--- config.mk ---
export PLATFORM = sky130hd
export DESIGN_NAME = axi_simple_bridge_flat
export DESIGN_NICKNAME = d
export VERILOG_FILES = /design/src/rtl/axi_simple_bridge_if.sv /design/src/rtl/axi_simple_bridge.sv /design/src/flat_wrapper.sv
export SDC_FILE = /design/constraint.sdc
export NUM_CORES = 1
export LEC_CHECK = 0
export BUFFER_PORTS_ARGS = -buffer_cell sky130_fd_sc_hd__clkbuf_2
export CAP_MARGIN = 20
export CORE_AREA = 8 8 196 198
export CTS_CLUSTER_SIZE = 25
export DETAILED_ROUTE_END_ITERATION = 6
export DIE_AREA = 0 0 204 206
export HOLD_SLACK_MARGIN = 0.03
export PLACE_DENSITY_LB_ADDON = 0.2
export SYNTH_ARGS = -nofsm -noshare
export SYNTH_HDL_FRONTEND = slang
export SYNTH_SLANG_ARGS = --single-unit
--- constraint.sdc ---
create_clock -name clk -period 7.7 [get_ports clk]
set_input_delay 0 -clock clk [delete_from_list [all_inputs] [get_ports clk]]
set_output_delay 0 -clock clk [all_outputs]
set_load 0.005 [all_outputs]
--- src/rtl/axi_simple_bridge_if.sv ---
// Signal bundle between the core's simple request bus, the bridge and the AXI4 fabric.
// The master modport is the bridge's view; the slave modport is the core plus AXI slave side.
interface axi_simple_bridge_if #(
    parameter int ADDR_W = 64,
    parameter int DATA_W = 64
);
    // core request/response bus
    logic                  if_valid;
    logic                  if_ready;
    logic                  if_read_enable;
    logic                  if_write_enable;
    logic [ADDR_W-1:0]     if_addr;
    logic [1:0]            if_size;
    logic [DATA_W-1:0]     if_data_write;
    logic [DATA_W/8-1:0]   if_data_write_mask;
    logic [DATA_W-1:0]     if_data_read;
    logic [1:0]            if_resp;

    // AXI4 write address / data / response
    logic                  axi_aw_valid;
    logic                  axi_aw_ready;
    logic [ADDR_W-1:0]     axi_aw_addr;
    logic [3:0]            axi_aw_id;
    logic [7:0]            axi_aw_len;
    logic [2:0]            axi_aw_size;
    logic [1:0]            axi_aw_burst;
    logic                  axi_w_valid;
    logic                  axi_w_ready;
    logic [DATA_W-1:0]     axi_w_data;
    logic [DATA_W/8-1:0]   axi_w_strb;
    logic                  axi_w_last;
    logic                  axi_b_valid;
    logic                  axi_b_ready;
    logic [1:0]            axi_b_resp;
    logic [3:0]            axi_b_id;

    // AXI4 read address / data
    logic                  axi_ar_valid;
    logic                  axi_ar_ready;
    logic [ADDR_W-1:0]     axi_ar_addr;
    logic [3:0]            axi_ar_id;
    logic [7:0]            axi_ar_len;
    logic [2:0]            axi_ar_size;
    logic [1:0]            axi_ar_burst;
    logic                  axi_r_valid;
    logic                  axi_r_ready;
    logic [DATA_W-1:0]     axi_r_data;
    logic [1:0]            axi_r_resp;
    logic                  axi_r_last;
    logic [3:0]            axi_r_id;

    // The bridge ignores b_id, r_last and r_id, so they are absent from its view.
    modport master (
        input  if_valid, if_read_enable, if_write_enable, if_addr, if_size,
               if_data_write, if_data_write_mask,
        output if_ready, if_data_read, if_resp,
        output axi_aw_valid, axi_aw_addr, axi_aw_id, axi_aw_len, axi_aw_size, axi_aw_burst,
        input  axi_aw_ready,
        output axi_w_valid, axi_w_data, axi_w_strb, axi_w_last,
        input  axi_w_ready,
        input  axi_b_valid, axi_b_resp,
        output axi_b_ready,
        output axi_ar_valid, axi_ar_addr, axi_ar_id, axi_ar_len, axi_ar_size, axi_ar_burst,
        input  axi_ar_ready,
        input  axi_r_valid, axi_r_data, axi_r_resp,
        output axi_r_ready
    );

    modport slave (
        output if_valid, if_read_enable, if_write_enable, if_addr, if_size,
               if_data_write, if_data_write_mask,
        input  if_ready, if_data_read, if_resp,
        input  axi_aw_valid, axi_aw_addr, axi_aw_id, axi_aw_len, axi_aw_size, axi_aw_burst,
        output axi_aw_ready,
        input  axi_w_valid, axi_w_data, axi_w_strb, axi_w_last,
        output axi_w_ready,
        output axi_b_valid, axi_b_resp, axi_b_id,
        input  axi_b_ready,
        input  axi_ar_valid, axi_ar_addr, axi_ar_id, axi_ar_len, axi_ar_size, axi_ar_burst,
        output axi_ar_ready,
        output axi_r_valid, axi_r_data, axi_r_resp, axi_r_last, axi_r_id,
        input  axi_r_ready
    );
endinterface

--- src/rtl/axi_simple_bridge.sv ---
// Converts one core request at a time into a single-beat AXI4 read or write and returns
// the captured data/response with a one-cycle if_ready pulse. All outputs are registered.
module axi_simple_bridge #(
    parameter int         ADDR_W = 64,
    parameter int         DATA_W = 64,
    parameter logic [3:0] AXI_ID = 4'd0
) (
    input  logic                 clk,
    input  logic                 rst,
    axi_simple_bridge_if.master  bus
);
    localparam logic [2:0] IDLE  = 3'd0;
    localparam logic [2:0] RADDR = 3'd1;
    localparam logic [2:0] RDATA = 3'd2;
    localparam logic [2:0] WREQ  = 3'd3;
    localparam logic [2:0] WRESP = 3'd4;
    localparam logic [2:0] DONE  = 3'd5;

    logic [2:0]          stateR;
    logic [ADDR_W-1:0]   addrR;
    logic [DATA_W-1:0]   dataR;
    logic [DATA_W/8-1:0] strbR;
    logic [1:0]          sizeR;
    logic                awDoneR;
    logic                wDoneR;
    logic                arValidR;
    logic                rReadyR;
    logic                awValidR;
    logic                wValidR;
    logic                bReadyR;
    logic                ifReadyR;
    logic [DATA_W-1:0]   ifDataReadR;
    logic [1:0]          ifRespR;

    logic arHsS;
    logic awHsS;
    logic wHsS;
    logic awAllS;
    logic wAllS;

    assign arHsS  = arValidR & bus.axi_ar_ready;
    assign awHsS  = awValidR & bus.axi_aw_ready;
    assign wHsS   = wValidR  & bus.axi_w_ready;
    // a channel counts as finished if it completed earlier or is completing this cycle
    assign awAllS = awDoneR | awHsS;
    assign wAllS  = wDoneR  | wHsS;

    // Transaction FSM together with every registered output and latched request field.
    always_ff @(posedge clk or posedge rst) begin
        if (rst) begin
            stateR      <= IDLE;
            addrR       <= '0;
            dataR       <= '0;
            strbR       <= '0;
            sizeR       <= 2'b00;
            awDoneR     <= 1'b0;
            wDoneR      <= 1'b0;
            arValidR    <= 1'b0;
            rReadyR     <= 1'b0;
            awValidR    <= 1'b0;
            wValidR     <= 1'b0;
            bReadyR     <= 1'b0;
            ifReadyR    <= 1'b0;
            ifDataReadR <= '0;
            ifRespR     <= 2'b00;
        end else begin
            case (stateR)
                IDLE: begin
                    // write has priority when the core raises both enables
                    if (bus.if_valid && bus.if_write_enable) begin
                        addrR    <= bus.if_addr;
                        dataR    <= bus.if_data_write;
                        strbR    <= bus.if_data_write_mask;
                        sizeR    <= bus.if_size;
                        awValidR <= 1'b1;
                        wValidR  <= 1'b1;
                        stateR   <= WREQ;
                    end else if (bus.if_valid && bus.if_read_enable) begin
                        addrR    <= bus.if_addr;
                        sizeR    <= bus.if_size;
                        arValidR <= 1'b1;
                        stateR   <= RADDR;
                    end else begin
                        stateR   <= IDLE;
                    end
                end
                RADDR: begin
                    if (arHsS) begin
                        arValidR <= 1'b0;
                        rReadyR  <= 1'b1;
                        stateR   <= RDATA;
                    end else begin
                        stateR   <= RADDR;
                    end
                end
                RDATA: begin
                    if (bus.axi_r_valid) begin
                        ifDataReadR <= bus.axi_r_data;
                        ifRespR     <= bus.axi_r_resp;
                        rReadyR     <= 1'b0;
                        ifReadyR    <= 1'b1;
                        stateR      <= DONE;
                    end else begin
                        stateR      <= RDATA;
                    end
                end
                WREQ: begin
                    if (awHsS) begin
                        awDoneR  <= 1'b1;
                        awValidR <= 1'b0;
                    end else begin
                        awDoneR  <= awDoneR;
                    end
                    if (wHsS) begin
                        wDoneR  <= 1'b1;
                        wValidR <= 1'b0;
                    end else begin
                        wDoneR  <= wDoneR;
                    end
                    if (awAllS && wAllS) begin
                        bReadyR <= 1'b1;
                        stateR  <= WRESP;
                    end else begin
                        stateR  <= WREQ;
                    end
                end
                WRESP: begin
                    // read data register is left untouched by a write completion
                    if (bus.axi_b_valid) begin
                        ifRespR  <= bus.axi_b_resp;
                        bReadyR  <= 1'b0;
                        awDoneR  <= 1'b0;
                        wDoneR   <= 1'b0;
                        ifReadyR <= 1'b1;
                        stateR   <= DONE;
                    end else begin
                        stateR   <= WRESP;
                    end
                end
                DONE: begin
                    ifReadyR <= 1'b0;
                    stateR   <= IDLE;
                end
                default: begin
                    arValidR <= 1'b0;
                    rReadyR  <= 1'b0;
                    awValidR <= 1'b0;
                    wValidR  <= 1'b0;
                    bReadyR  <= 1'b0;
                    awDoneR  <= 1'b0;
                    wDoneR   <= 1'b0;
                    ifReadyR <= 1'b0;
                    stateR   <= IDLE;
                end
            endcase
        end
    end

    assign bus.if_ready     = ifReadyR;
    assign bus.if_data_read = ifDataReadR;
    assign bus.if_resp      = ifRespR;

    assign bus.axi_aw_valid = awValidR;
    assign bus.axi_aw_addr  = addrR;
    assign bus.axi_aw_id    = AXI_ID;
    assign bus.axi_aw_len   = 8'd0;
    assign bus.axi_aw_size  = {1'b0, sizeR};
    assign bus.axi_aw_burst = 2'b01;

    assign bus.axi_w_valid  = wValidR;
    assign bus.axi_w_data   = dataR;
    assign bus.axi_w_strb   = strbR;
    assign bus.axi_w_last   = 1'b1;
    assign bus.axi_b_ready  = bReadyR;

    assign bus.axi_ar_valid = arValidR;
    assign bus.axi_ar_addr  = addrR;
    assign bus.axi_ar_id    = AXI_ID;
    assign bus.axi_ar_len   = 8'd0;
    assign bus.axi_ar_size  = {1'b0, sizeR};
    assign bus.axi_ar_burst = 2'b01;
    assign bus.axi_r_ready  = rReadyR;
endmodule

--- src/flat_wrapper.sv ---
// flat-port wrapper written by rule: the top's interface ports become plain ports
module axi_simple_bridge_flat 
#(
    parameter int         ADDR_W = 64,
    parameter int         DATA_W = 64,
    parameter logic [3:0] AXI_ID = 4'd0
)
  (clk, rst, bus_if_valid, bus_if_read_enable, bus_if_write_enable, bus_if_addr, bus_if_size, bus_if_data_write, bus_if_data_write_mask, bus_if_ready, bus_if_data_read, bus_if_resp, bus_axi_aw_valid, bus_axi_aw_addr, bus_axi_aw_id, bus_axi_aw_len, bus_axi_aw_size, bus_axi_aw_burst, bus_axi_aw_ready, bus_axi_w_valid, bus_axi_w_data, bus_axi_w_strb, bus_axi_w_last, bus_axi_w_ready, bus_axi_b_valid, bus_axi_b_resp, bus_axi_b_ready, bus_axi_ar_valid, bus_axi_ar_addr, bus_axi_ar_id, bus_axi_ar_len, bus_axi_ar_size, bus_axi_ar_burst, bus_axi_ar_ready, bus_axi_r_valid, bus_axi_r_data, bus_axi_r_resp, bus_axi_r_ready);
  axi_simple_bridge_if #(.ADDR_W(ADDR_W), .DATA_W(DATA_W)) bus_i ();
  input  logic clk;
  input  logic rst;
  input wire logic [$bits(bus_i.if_valid)-1:0] bus_if_valid;
  input wire logic [$bits(bus_i.if_read_enable)-1:0] bus_if_read_enable;
  input wire logic [$bits(bus_i.if_write_enable)-1:0] bus_if_write_enable;
  input wire logic [$bits(bus_i.if_addr)-1:0] bus_if_addr;
  input wire logic [$bits(bus_i.if_size)-1:0] bus_if_size;
  input wire logic [$bits(bus_i.if_data_write)-1:0] bus_if_data_write;
  input wire logic [$bits(bus_i.if_data_write_mask)-1:0] bus_if_data_write_mask;
  output wire logic [$bits(bus_i.if_ready)-1:0] bus_if_ready;
  output wire logic [$bits(bus_i.if_data_read)-1:0] bus_if_data_read;
  output wire logic [$bits(bus_i.if_resp)-1:0] bus_if_resp;
  output wire logic [$bits(bus_i.axi_aw_valid)-1:0] bus_axi_aw_valid;
  output wire logic [$bits(bus_i.axi_aw_addr)-1:0] bus_axi_aw_addr;
  output wire logic [$bits(bus_i.axi_aw_id)-1:0] bus_axi_aw_id;
  output wire logic [$bits(bus_i.axi_aw_len)-1:0] bus_axi_aw_len;
  output wire logic [$bits(bus_i.axi_aw_size)-1:0] bus_axi_aw_size;
  output wire logic [$bits(bus_i.axi_aw_burst)-1:0] bus_axi_aw_burst;
  input wire logic [$bits(bus_i.axi_aw_ready)-1:0] bus_axi_aw_ready;
  output wire logic [$bits(bus_i.axi_w_valid)-1:0] bus_axi_w_valid;
  output wire logic [$bits(bus_i.axi_w_data)-1:0] bus_axi_w_data;
  output wire logic [$bits(bus_i.axi_w_strb)-1:0] bus_axi_w_strb;
  output wire logic [$bits(bus_i.axi_w_last)-1:0] bus_axi_w_last;
  input wire logic [$bits(bus_i.axi_w_ready)-1:0] bus_axi_w_ready;
  input wire logic [$bits(bus_i.axi_b_valid)-1:0] bus_axi_b_valid;
  input wire logic [$bits(bus_i.axi_b_resp)-1:0] bus_axi_b_resp;
  output wire logic [$bits(bus_i.axi_b_ready)-1:0] bus_axi_b_ready;
  output wire logic [$bits(bus_i.axi_ar_valid)-1:0] bus_axi_ar_valid;
  output wire logic [$bits(bus_i.axi_ar_addr)-1:0] bus_axi_ar_addr;
  output wire logic [$bits(bus_i.axi_ar_id)-1:0] bus_axi_ar_id;
  output wire logic [$bits(bus_i.axi_ar_len)-1:0] bus_axi_ar_len;
  output wire logic [$bits(bus_i.axi_ar_size)-1:0] bus_axi_ar_size;
  output wire logic [$bits(bus_i.axi_ar_burst)-1:0] bus_axi_ar_burst;
  input wire logic [$bits(bus_i.axi_ar_ready)-1:0] bus_axi_ar_ready;
  input wire logic [$bits(bus_i.axi_r_valid)-1:0] bus_axi_r_valid;
  input wire logic [$bits(bus_i.axi_r_data)-1:0] bus_axi_r_data;
  input wire logic [$bits(bus_i.axi_r_resp)-1:0] bus_axi_r_resp;
  output wire logic [$bits(bus_i.axi_r_ready)-1:0] bus_axi_r_ready;
  assign bus_i.if_valid = bus_if_valid;
  assign bus_i.if_read_enable = bus_if_read_enable;
  assign bus_i.if_write_enable = bus_if_write_enable;
  assign bus_i.if_addr = bus_if_addr;
  assign bus_i.if_size = bus_if_size;
  assign bus_i.if_data_write = bus_if_data_write;
  assign bus_i.if_data_write_mask = bus_if_data_write_mask;
  assign bus_if_ready = bus_i.if_ready;
  assign bus_if_data_read = bus_i.if_data_read;
  assign bus_if_resp = bus_i.if_resp;
  assign bus_axi_aw_valid = bus_i.axi_aw_valid;
  assign bus_axi_aw_addr = bus_i.axi_aw_addr;
  assign bus_axi_aw_id = bus_i.axi_aw_id;
  assign bus_axi_aw_len = bus_i.axi_aw_len;
  assign bus_axi_aw_size = bus_i.axi_aw_size;
  assign bus_axi_aw_burst = bus_i.axi_aw_burst;
  assign bus_i.axi_aw_ready = bus_axi_aw_ready;
  assign bus_axi_w_valid = bus_i.axi_w_valid;
  assign bus_axi_w_data = bus_i.axi_w_data;
  assign bus_axi_w_strb = bus_i.axi_w_strb;
  assign bus_axi_w_last = bus_i.axi_w_last;
  assign bus_i.axi_w_ready = bus_axi_w_ready;
  assign bus_i.axi_b_valid = bus_axi_b_valid;
  assign bus_i.axi_b_resp = bus_axi_b_resp;
  assign bus_axi_b_ready = bus_i.axi_b_ready;
  assign bus_axi_ar_valid = bus_i.axi_ar_valid;
  assign bus_axi_ar_addr = bus_i.axi_ar_addr;
  assign bus_axi_ar_id = bus_i.axi_ar_id;
  assign bus_axi_ar_len = bus_i.axi_ar_len;
  assign bus_axi_ar_size = bus_i.axi_ar_size;
  assign bus_axi_ar_burst = bus_i.axi_ar_burst;
  assign bus_i.axi_ar_ready = bus_axi_ar_ready;
  assign bus_i.axi_r_valid = bus_axi_r_valid;
  assign bus_i.axi_r_data = bus_axi_r_data;
  assign bus_i.axi_r_resp = bus_axi_r_resp;
  assign bus_axi_r_ready = bus_i.axi_r_ready;
  axi_simple_bridge #(.ADDR_W(ADDR_W), .DATA_W(DATA_W), .AXI_ID(AXI_ID)) u_core (.clk(clk), .rst(rst), .bus(bus_i));
endmodule
==> results of run 1 <==
critical path: stages, from the launching register on:
cell           delay [ps]
dfrtp_1               680
nor3b_1               620
mux2_2                400
dlygate4sd3_1         540
mux2_2                260
dlygate4sd3_1         560
cells by family (layout without fill, tap and decap cells):
family	count (synthesis)	count (layout)	synth area share, %
other	2	32	0.0814
AOI/OAI and AO/OA	27	27	1.91
buffers and inverters	126	771	10.5
and+or+nand+nor	22	22	1.67
muxes	206	206	27.5
DFF	215	215	58.3
cell usage in the layout (no fill, tap or decap), types with 2 or more instances in the layout:
master,instances
conb_1,31
inv_1,2
nor2b_1,4
nand3b_1,3
mux2_4,58
clkbuf_1,3
a311oi_1,2
a22oi_1,2
nand2b_1,2
clkinv_4,2
a32o_1,2
dfrtp_1,215
nor3b_1,2
mux2_2,137
o21ai_0,7
bufinv_16,3
mux2_1,11
clkinv_2,2
inv_6,2
clkbuf_16,27
buf_4,6
a21oi_1,7
clkbuf_8,4
dlygate4sd3_1,228
clkbuf_2,491
nand2_1,3
path summary, 6_finish.rpt:
path	start	to	cells past startpoint
worst max-delay path	u_core.stateR[2]	u_core.bus.if_resp[1]	5
worst min-delay path	rst	u_core.bus.axi_ar_addr[35]	3
worst max register to register	u_core.stateR[2]	u_core.bus.if_resp[1]	5
worst min register to register	u_core.awDoneR	u_core.awDoneR	1
max in group asynchronous	rst	u_core.bus.axi_ar_addr[2]	4
min in group clk	bus_if_valid	u_core.bus.axi_w_valid	4
state kept, by name, indices dropped and copies added, names as in the netlist:
| name | flops |
|---|---|
| u_core.stateR | 3 |
| u_core.bus.if_data_read | 64 |
| u_core.bus.axi_aw_valid | 1 |
| u_core.bus.if_resp | 2 |
| u_core.wDoneR | 1 |
| u_core.sizeR | 2 |
| u_core.bus.axi_w_valid | 1 |
| u_core.bus.axi_ar_valid | 1 |
| u_core.bus.if_ready | 1 |
| u_core.bus.axi_ar_addr | 64 |
| u_core.bus.axi_w_strb | 8 |
| u_core.bus.axi_b_ready | 1 |
| u_core.bus.axi_r_ready | 1 |
| u_core.awDoneR | 1 |
| u_core.bus.axi_w_data | 64 |
layout make-up:
type,instances,area [sq um]
Tap cell,461,577
Inverter,3,18.8
Multi-Input combinational cell,286,3000
Fill cell,3258,20600
Timing Repair Buffer,725,4780
Clock buffer,34,742
Clock inverter,9,135
Sequential cell,215,5380
Antenna cell,1,2.50
metrics by stage:
stage / area (sq um) / power [mW] / setup WS, ps / hold WS, ps / std cells
after floorplan: 9340 / 3.26 / 1820 / 135 / 627
after global placement: 11500 / 4.11 / 5190 / 157 / 1462
after detailed placement: 11500 / 4.12 / 5170 / 159 / 1462
after CTS: 14600 / 5.58 / 4520 / 121 / 1733
after global routing: 14600 / 5.85 / 4400 / 178 / 1733
final: 14600 / 5.47 / 4510 / 137 / 1734
layer usage:
layer	routed length (um)	vias up
met4	555	0
met1	12200	3377
li1	-	3280
met5	0	-
met3	3100	28
met2	15600	326
power groups by stage:
stage	clock [mW]	sequential, mW	combinational, mW
floorplan	0	2.09	1.17
global placement	0	2.10	2.00
detailed placement	0	2.11	2.01
CTS	1.31	2.11	2.16
global route	1.36	2.20	2.29
finish	1.26	2.11	2.10
==> impl_metrics.yaml, run 1 <==
sta:
  finalClockSkew_ps: 25.2
  worst_slew_pin_slew_ps: 956
  slew_viol_final: 0
  grt_setup_unrepaired: "false"
  max_slew_margin_pct: 36.2
  setup_tns_ps: 0
  period_share_pct: 41.4
  hold_viol_final: 0
  setup_viol: 0
  finalWorstPathRequiredPeriod_ps: 3190
  max_freq_mhz: 313
cts:
  cts_tree: "yes"
  clkLatencyLatePin_ps: 540
  post_cts_buffers: 0
  clkTransAtPathRegs_ps: 60
  clockBufferDepth: 3
  ctsHoldBuffers: 228
  cts_sinks: 215
  cts_buffers: 27
  cts.repair.resized: 0
  cts.htree.levels: 1
  root_buffer: "clkbuf_16"
final_layout:
  area_growth_syn_to_layout_pct: 58.6
  nets: 1474
  drive_gt1_share_pct: 57.9
  final_util_pct: 41.6
global_routing:
  grt_max_degree: 88
  use_met1_pct: 16.6
  use_met3_pct: 5.55
  grt_util_met2_pct: 24.6
  grt_usage_pct: 14.2
  grt_pass1_vias: 7944
  grt_overflow: 0
  grt_pass1_wl_um: 47400
  antenna_found_initial: 0
  busiest_layer: "met2"
synthesis:
  syn-instance-count: 598
  synth_area_leader_cell: "dfrtp_1"
  async_flop_share_pct: 100
  yosysSeqAreaShare_pct: 58.3
  synth_top_area_share_pct: 58.3
  yosys_register_bits: 215
  synth_ff_type: "dfrtp_1"
  synth_edf_count: 0
  synthTopCellsByCount: "dfrtp_1 (215), mux2_2 (137), buf_4 (100)"
  yosys-top-cells-area: "dfrtp_1 (58%), mux2_2 (17%), mux2_4 (9.4%)"
  ys_types: 33
  syn_area_sq_mm: 0.00923
  synth_most_common_cell: "dfrtp_1"
  syn-mean-instance-area_sq_um: 15.4
  ys.warnings.count: 0
power_and_ir_drop:
  p_seq_share_pct: 38.5
  p_sw_share_pct: 31.7
  peakVddDrop_uv: 234
  p_switching_mw: 1.73
  intPower_mw: 3.74
  p_per_area_mw_per_mm2: 374
  static-leakage-power_nw: 7.38
  pwr-share-comb_pct: 38.4
  power.share.clock_pct: 23.1
drt:
  vias: 7011
  firstDrtPassIters: 4
  wl_per_cell_um: 18.1
  ant_nets: 0
  routed_wirelength_um: 31500
  drtIter0Drc: 197
  vias_per_cell: 4.04
  drc: 0
worst_setup_path:
  end_kind: "flop"
  crit_required_ps: 8120
  worstPathArrival_ps: 3610
  crit_type: "flop to flop"
  crit_path_max_fanout: 18
  ff2ff_setup_slack_ps: 4510
  worst_setup_path_start_kind: "flop"
floorplanning:
  die_area_sq_mm: 0.0420
  core_area_sq_mm: 0.0352
  die_h_um: 206
  chipWidth_um: 204
  start_util_pct: 26.2
  num_io_pins: 523
  rows: 69
placed_design:
  gp_congestion: 0.742
  numPortBuffers: 491
  dpl.hpwl_um: 23100
hold_path:
  hold_path.class: "input port to asynchronous set/reset pin"
outcome:
  status: "finished, final reports clean"
flow_run:
  cap_viol_max_count: 0
Power figures use the tool's default switching activity.
==> inputs of run 2 (changes only) <==
clock period = 2.6 ns   (was 7.7 ns; I/O delays follow)
==> run 2 against run 1 <==
Via count is 0.60% higher. Worst setup slack worse by 4200 ps. Combinational power rose to 3.0 times the previous value. Largest power group is now combinational logic. Global-route usage up 0.072 points. Critical path depth stayed put. Critical endpoint is now u_core.bus.if_resp[0]. Die area unchanged.
==> impl_metrics.yaml, run 2 (synthesis results as in run 1) <==
outcome:
  status: "finished, final reports clean"
drt:
  firstDrtPassIters: 4
  drc: 0
  vias_per_cell: 4.05
  drtIter0Drc: 151
  wl_per_cell_um: 18.3
  routed_wirelength_um: 31900
  vias: 7053
  ant_nets: 0
global_routing:
  grt_usage_pct: 14.3
  grt_max_degree: 60
  grt_overflow: 0
  antenna_found_initial: 2
  grt_pass1_wl_um: 47900
  grt_pass1_vias: 7995
final_layout:
  layout_commonest_cell: "clkbuf_2"
  multi_input_area_sq_mm: 0.00300
  final_cell_mix: "clkbuf_2 (491), dlygate4sd3_1 (219), dfrtp_1 (215)"
  fin_area_sq_mm: 0.0148
  nets: 1477
  seqCellArea_sq_mm: 0.00538
  drive_gt1_share_pct: 59.1
  fill_cells: 3319
  area_growth_syn_to_layout_pct: 60.3
  stdcell_count: 1743
worst_setup_path:
  crit_required_ps: 3020
  cpMaxStageDelayCell: "dlygate4sd3_1"
  path_common_cell: "mux2_2"
  crit_type: "flop to flop"
  worstPathArrival_ps: 2750
  worst_setup_path_start_kind: "flop"
  crit_chain: "buf_4 -> nor3b_1 -> mux2_2 -> dlygate4sd3_1 -> mux2_2"
  max_stage_delay_ps: 550
  end_kind: "flop"
  crit_path_max_fanout: 17
placed_design:
  numPortBuffers: 491
  dpl.hpwl_um: 23800
  place_area_sq_mm: 0.0117
  gp_congestion: 0.712
  pre_cts_slack_ps: 631
  dp_cells: 1476
floorplanning:
  num_io_pins: 523
  die_h_um: 206
  start_util_pct: 26.2
  rows: 69
  core_area_sq_mm: 0.0352
  die_area_sq_mm: 0.0420
  chipWidth_um: 204
cts:
  clockBufferDepth: 3
  cts_sinks: 215
  cts.htree.levels: 1
  cts.repair.resized: 0
  cts_tree: "yes"
  root_buffer: "clkbuf_16"
  clkLatencyLatePin_ps: 530
  cts_buffers: 25
  clkTransAtPathRegs_ps: 60
power_and_ir_drop:
  power.total_mw: 16.2
  static-leakage-power_nw: 7.46
  peakVddDrop_uv: 528
  p_per_area_mw_per_mm2: 1100
sta:
  worst_slew_pin_slew_ps: 907
  max_slew_margin_pct: 39.4
  setup_viol: 0
  slew_viol_final: 0
  finalClockSkew_ps: 10.1
  grt_setup_unrepaired: "false"
  setup_tns_ps: 0
  finalWorstPathRequiredPeriod_ps: 2340
  period_share_pct: 89.9
  hold_viol_final: 0
  max_freq_mhz: 428
  setup_ws_ps: 263
hold_path:
  hold_path.class: "input port to flop"
flow_run:
  cap_viol_max_count: 0
-- run 2: changes by cell type in the layout (fill, tap and decap cells not counted), moves of 2 or more --
cell / change
buf_12: +9
dlygate4sd3_1: -9
clkbuf_8: +8
buf_4: +5
clkbuf_1: -3
clkinvlp_4: +3
clkbuf_16: -2
clkinv_4: -2
-- run 2: metal layers --
layer | share of wire [%] | vias up | track usage [%] | routed length, um
li1 | - | 3265 | - | -
met5 | 0 | - | 0 | 0
met3 | 10 | 50 | 5.42 | 3180
met1 | 38 | 3408 | 16.0 | 12000
met4 | 2.6 | 0 | 4.22 | 841
met2 | 50 | 330 | 25.2 | 15800
-- run 2: worst paths after layout --
check	startpoint	endpoint	slack (ps)	cells after the start
setup / recovery	u_core.stateR[2]	u_core.bus.if_resp[0]	260	5
setup reg to reg	u_core.stateR[2]	u_core.bus.if_resp[0]	260	5
hold reg to reg	u_core.wDoneR	u_core.wDoneR	490	1
min in group asynchronous	rst	u_core.bus.axi_w_data[29]	210	3
max in group asynchronous	rst	u_core.bus.axi_ar_addr[9]	1680	4
hold / removal	bus_if_valid	u_core.bus.axi_aw_valid	150	4
-- run 2: worst max-delay path, delay by kind of cell, from the launching register on --
| kind | cells | cell delay, ps |
|---|---|---|
| buffers and inverters | 2 | 780 |
| multiplexers | 2 | 650 |
| flip-flops | 1 | 400 |
| AND/OR/NAND/NOR | 1 | 400 |
-- run 2: where the power goes --
group | switching, mW | internal, mW
clock | 1.46 | 2.30
sequential | 1.15 | 5.06
combinational | 2.57 | 3.70
-- run 2: layout make-up --
cell class | instances | share of cell area (%)
clock buffers | 37 | 5.35
clock inverters | 9 | 0.727
inverters | 3 | 0.102
well taps | 461 | 3.90
diodes | 2 | 0.0338
multi-input cells | 286 | 20.3
flip-flops and latches | 215 | 36.4
repair buffers | 730 | 33.2
-- run 2: what timing repair did --
| action | 4_1_cts | 5_1_grt |
|---|---|---|
| endpoints found under the setup margin | 0 | 0 |
| setup buffers | 0 | 0 |
| endpoints found under the hold margin | 237 | 0 |
| hold buffers | 219 | 0 |
-- run 2: stage by stage --
stage / utilization (%) / hold slack (ps)
floorplan: - / 135
global placement: 33.2 / 217
detailed placement: 33.2 / 220
CTS: 42.0 / 128
global route: 42.0 / 180
finish: 42.0 / 154
